$ cat src/rtl/adder.sv
// Registered ripple-carry adder built from gate-primitive full-adder cells.
// {cout, S} = X + Y, one-cycle latency, synchronous active-high reset.

module adder #(
    parameter int unsigned WIDTH = 6
) (
    input  logic             clk,
    input  logic             rst,
    input  logic [WIDTH-1:0] X,
    input  logic [WIDTH-1:0] Y,
    output logic [WIDTH-1:0] S,
    output logic             cout
);

    logic [WIDTH-1:0] g;
    logic [WIDTH-1:0] p;
    logic [WIDTH-1:0] pc;
    logic [WIDTH-1:0] s;
    logic [WIDTH:0]   c;

    logic [WIDTH:0]   sum_d;
    logic [WIDTH:0]   sum_q;

    assign c[0] = 1'b0;

    // One full-adder cell per bit: c[i+1] = g[i] | (p[i] & c[i]).
    for (genvar i = 0; i < WIDTH; i++) begin : gen_fa
        and u_g  (g[i],    X[i], Y[i]);
        xor u_p  (p[i],    X[i], Y[i]);
        xor u_s  (s[i],    p[i], c[i]);
        and u_pc (pc[i],   p[i], c[i]);
        or  u_c  (c[i+1],  g[i], pc[i]);
    end

    assign sum_d = {c[WIDTH], s};

    always_ff @(posedge clk) begin
        if (rst) begin
            sum_q <= '0;
        end else begin
            sum_q <= sum_d;
        end
    end

    assign S    = sum_q[WIDTH-1:0];
    assign cout = sum_q[WIDTH];

endmodule

$ cat config.mk
export PLATFORM = sky130hd
export DESIGN_NAME = adder
export DESIGN_NICKNAME = d
export VERILOG_FILES = /design/src/rtl/adder.sv
export SDC_FILE = /design/constraint.sdc
export NUM_CORES = 1
export LEC_CHECK = 0
export ABC_AREA = 1
export CAP_MARGIN = 20
export CORE_AREA = 2 2 39 41
export CTS_CLUSTER_DIAMETER = 80
export DETAILED_ROUTE_END_ITERATION = 16
export DIE_AREA = 0 0 41 43
export PLACE_DENSITY = 0.64
export SLEW_MARGIN = 20
export SYNTH_ARGS = -nofsm -noshare
export SYNTH_HDL_FRONTEND = slang
export SYNTH_SLANG_ARGS = --single-unit
$ cat constraint.sdc
create_clock -name clk -period 3.5 [get_ports clk]
set_clock_uncertainty 0.2 [all_clocks]
set_input_delay 0.7 -clock clk [delete_from_list [all_inputs] [get_ports clk]]
set_output_delay 0.7 -clock clk [all_outputs]
set_load 0.01 [all_outputs]
After elaboration in Yosys (flattened, before gate mapping)
Index checks and enable logic that the tools add are counted.
W data, S select, Z words.

operators by class
  bitwise operators = 27

operators with widths
  cell           number
  $and A1 B1 Y1  11
  $xor A1 B1 Y1  11
  $or A1 B1 Y1   5

word-level totals
  flip-flop bits (word level) = 7
  output and inout port bits = 7
  logic and storage cells = 28
  bits of input ports = 14

Depth between registers and ports, before layout
Gate-level depths: netlist of run 1.

  depth in word-level cells = 11
  gate-level depth with buffers = 8
  gate-level depth less buffers = 8

Least setup slack after synthesis of run 1
Ideal clock, no wire load.

  path kind = in2reg
  start point = in X[0]
  end point = reg sum_q[5]
  data required time = 3.236 ns
  slack = 0.314 ns
  library setup time = 0.064 ns
  stages on the path = 8
  path buffers = 0
  arrival time = 2.922 ns
  cell sequence = ha_1 -> fa_1 -> fa_1 -> fa_1 -> fa_1 -> inv_1 -> fa_1 -> nor2_1

on the way
  cells in the longest elaborated chain, start to end = 10

ends and longest elaborated chain
  what                  RTL line  RTL
  from (decl)           9         input logic [WIDTH-1:0] X,
  $and A1 B1 Y1         28        and u_g (g[i], X[i], Y[i]);
  $and A1 B1 Y1         31        and u_pc (pc[i], p[i], c[i]);
  $or A1 B1 Y1          32        or u_c (c[i+1], g[i], pc[i]);
  $and A1 B1 Y1         31
  $or A1 B1 Y1          32
  $and A1 B1 Y1         31
  $or A1 B1 Y1          32
  $and A1 B1 Y1         31
  $or A1 B1 Y1          32
  $xor A1 B1 Y1         30        xor u_s (s[i], p[i], c[i]);
  to (signal assigned)  41        sum_q <= sum_d;
  to (decl)             22        logic [WIDTH:0] sum_q;

Every way passes these cells.
A chain may end at the register's enable or synchronous reset.

Worst setup path after layout of run 1
Ends and elaborated chain as after synthesis.

==> impl_results.md, run 1 <==
- Status: finished clean
- Ys Warns: 0
- Initial antenna violation count: 0
- Final nets: 73
- Yosys reg bits: 7
- N_diodes: 0
- # setup viols final: 0
- WL final: 413 µm
- # IOs: 21
- Pwr Total: roughly 220 µW
- Vias per inst: 3.41
- PortBufs: 20
- Area grow syn2layout: 81.8%
- Die W: 41 µm
- RSZ-0062 raised after global routing: false
- Pre-CTS setup slack: -0.210 ns
- Final Util: 0.406
- Most frequent cells in the layout: clkdlybuf4s50_1 (20), inv_1 (8), nor2_1 (7), dfxtp_1 (7)
- Layout cells sized above 1: 0.115
- GR Overflow Total: 0
- Hold crit path type: input pin to flop
- Power per Cell Area: 385 mW/mm²
- Pint: 166 µW
- First-pass GRT wire length: 765 µm
- Post-synthesis sequential area ratio: 0.453
- Distinct cells, synth: 5
- Critical Path End Type: flop
- WL/cell: 6.07 µm
- Post-synth top area cell: dfxtp_1
- Switching power: 49.7 µW
- Final HPWL DP: 402 µm
- Core Area: roughly 0.0014 mm²
- Initial DRT Pass Iterations: 1
- Clock root buffer: clkbuf_4
- Synth Instances: 28
- Power share of the combinational group: 0.265
- Total number of vias: 232
- Chip height: 43 µm
- Critical path arrival: between 3 and 4 ns
- Initial Util: 0.223
- Commonest non-fill, non-tap cell in the layout: clkdlybuf4s50_1
- Fin cells: 68
- Clock transition at the registers of the reported paths: 0.05 ns
- Hold path depth: 2
- Final hold vios: 0
- DP Area: 529 µm²
- CP Launch Type: input pin
- Final instance area: 562 µm²
- Yosys top cell area share: 0.453
- Post-Syn Area per Cell: about 11 µm²
- DR iter-0 viols: 0
- Pin count of the biggest net entering global routing: 8
- Postcts setup bufs: 0
- GP Congestion: 0.598
- Placed insts: 64
- CTS tree: yes
- Post-route setup slack: 0.162 ns
- Crit path launch: X[0]
- Largest register FFs: 7
- Critical path type: input pin to flop
- Drt drc: 0
- Max IR drop VDD: between 0.1 and 0.15 mV
- Remaining antenna violation count: 0
- Final min period: 3.34 ns
- TritonCTS Buffers: 3
- GRT Resource Usage Total: 0.0629
- Largest regs: sum_q x7
- Die Footprint: 0.00176 mm²
- Setup crit end: sum_q[5]
- Fmax: roughly 0.3 GHz
- Clock power share: 0.315
- Sw Share: 0.230
- Sequential cell fraction of total power: 0.419
- Number of global-route vias before repair: 211
- Setup TNS: 0 ns
- Ranking of synthesized cells by area: dfxtp_1 (45%), fa_1 (32%), inv_1 (9.7%)
- P_leak: 0.253 nW
- Slew margin rel.: 0.854
- Fin crit share: 0.954
- Largest register by flop count: sum_q
- Slew @ Worst Pin: around 0.22 ns
- H-tree Lvls: 1
- # rows: 14
- Mapped Nets: 48
- Mapped Area: 309 µm²
- Fin Hold WS: roughly 0.92 ns
- Clock Path Buffers: 2
- CTS Sinks: 7
- Critical path peak fanout: 1
- Slew Limit Fails: 0
- Required @ worst endpoint: 3.48 ns
- Max_cap viols: 0
==> metal layers <==
layer  track usage  share of wire
met5             0              0
met4        0.0400              0
met3        0.0157          0.087
met2        0.0906           0.52
met1        0.0800           0.38
==> worst min path at each step <==
stage	start	to	slack, ns
after floorplan	rst	sum_q[5]	0.57
after detailed placement	rst	sum_q[5]	1.17
after global routing	rst	sum_q[6]	0.95
after global placement	rst	sum_q[5]	1.17
after CTS	rst	sum_q[5]	0.92
final	rst	sum_q[6]	0.92
==> cells in the mapped netlist <==
cell     instances
dfxtp_1          7
fa_1             5
ha_1             1
inv_1            8
nor2_1           7
==> critical path: stages <==
cell             delay, ns
clkdlybuf4s50_1       0.40
ha_1                  0.21
fa_1                  0.38
fa_2                  0.35
fa_1                  0.39
fa_2                  0.33
inv_1                 0.08
fa_1                  0.40
nor2_1                0.08
==> power by group through the flow <==
stage / clock network (mW) / registers [mW] / logic (mW)
detailed placement: 0 / 0.0924 / 0.0580
global placement: 0 / 0.0923 / 0.0577
floorplan: 0 / 0.0974 / 0.0163
global route: 0.0764 / 0.0911 / 0.0656
finish: 0.0681 / 0.0906 / 0.0573
CTS: 0.0712 / 0.0907 / 0.0579
==> timing repair <==
item | in CTS | in global routing
endpoints found under the setup margin | 0 | 1
hold buffers | 0 | 0
resized for setup | 0 | 2
==> cell families after synthesis <==
kind of cell,count (synthesis),share of synthesized area
buffers and inverters,8,0.0972
flip-flops,7,0.453
AND/OR/NAND/NOR,7,0.0850
adder cells (fa/ha/maj),6,0.364
==> layout make-up <==
| type | instances | area, µm² |
|---|---|---|
| Tap cell | 16 | 20.0 |
| Multi-Input combinational cell | 13 | 144 |
| Inverter | 8 | 30.0 |
| Clock inverter | 1 | 5.00 |
| Timing Repair Buffer | 20 | 200 |
| Sequential cell | 7 | 140 |
| Fill cell | 145 | 822 |
| Clock buffer | 3 | 22.5 |
Note: power is estimated with default switching activity, not from simulation.
==> run 2, diff against run 1 <==
--- a/config.mk
+++ b/config.mk
@@ -9,6 +9,7 @@
 export CAP_MARGIN = 20
 export CORE_AREA = 2 2 39 41
 export CTS_CLUSTER_DIAMETER = 80
+export CTS_CLUSTER_SIZE = 10
 export DETAILED_ROUTE_END_ITERATION = 16
 export DIE_AREA = 0 0 41 43
 export PLACE_DENSITY = 0.64
==> results of run 2 <==
The final DEF is identical to that of run 1; final timing and power are the same.
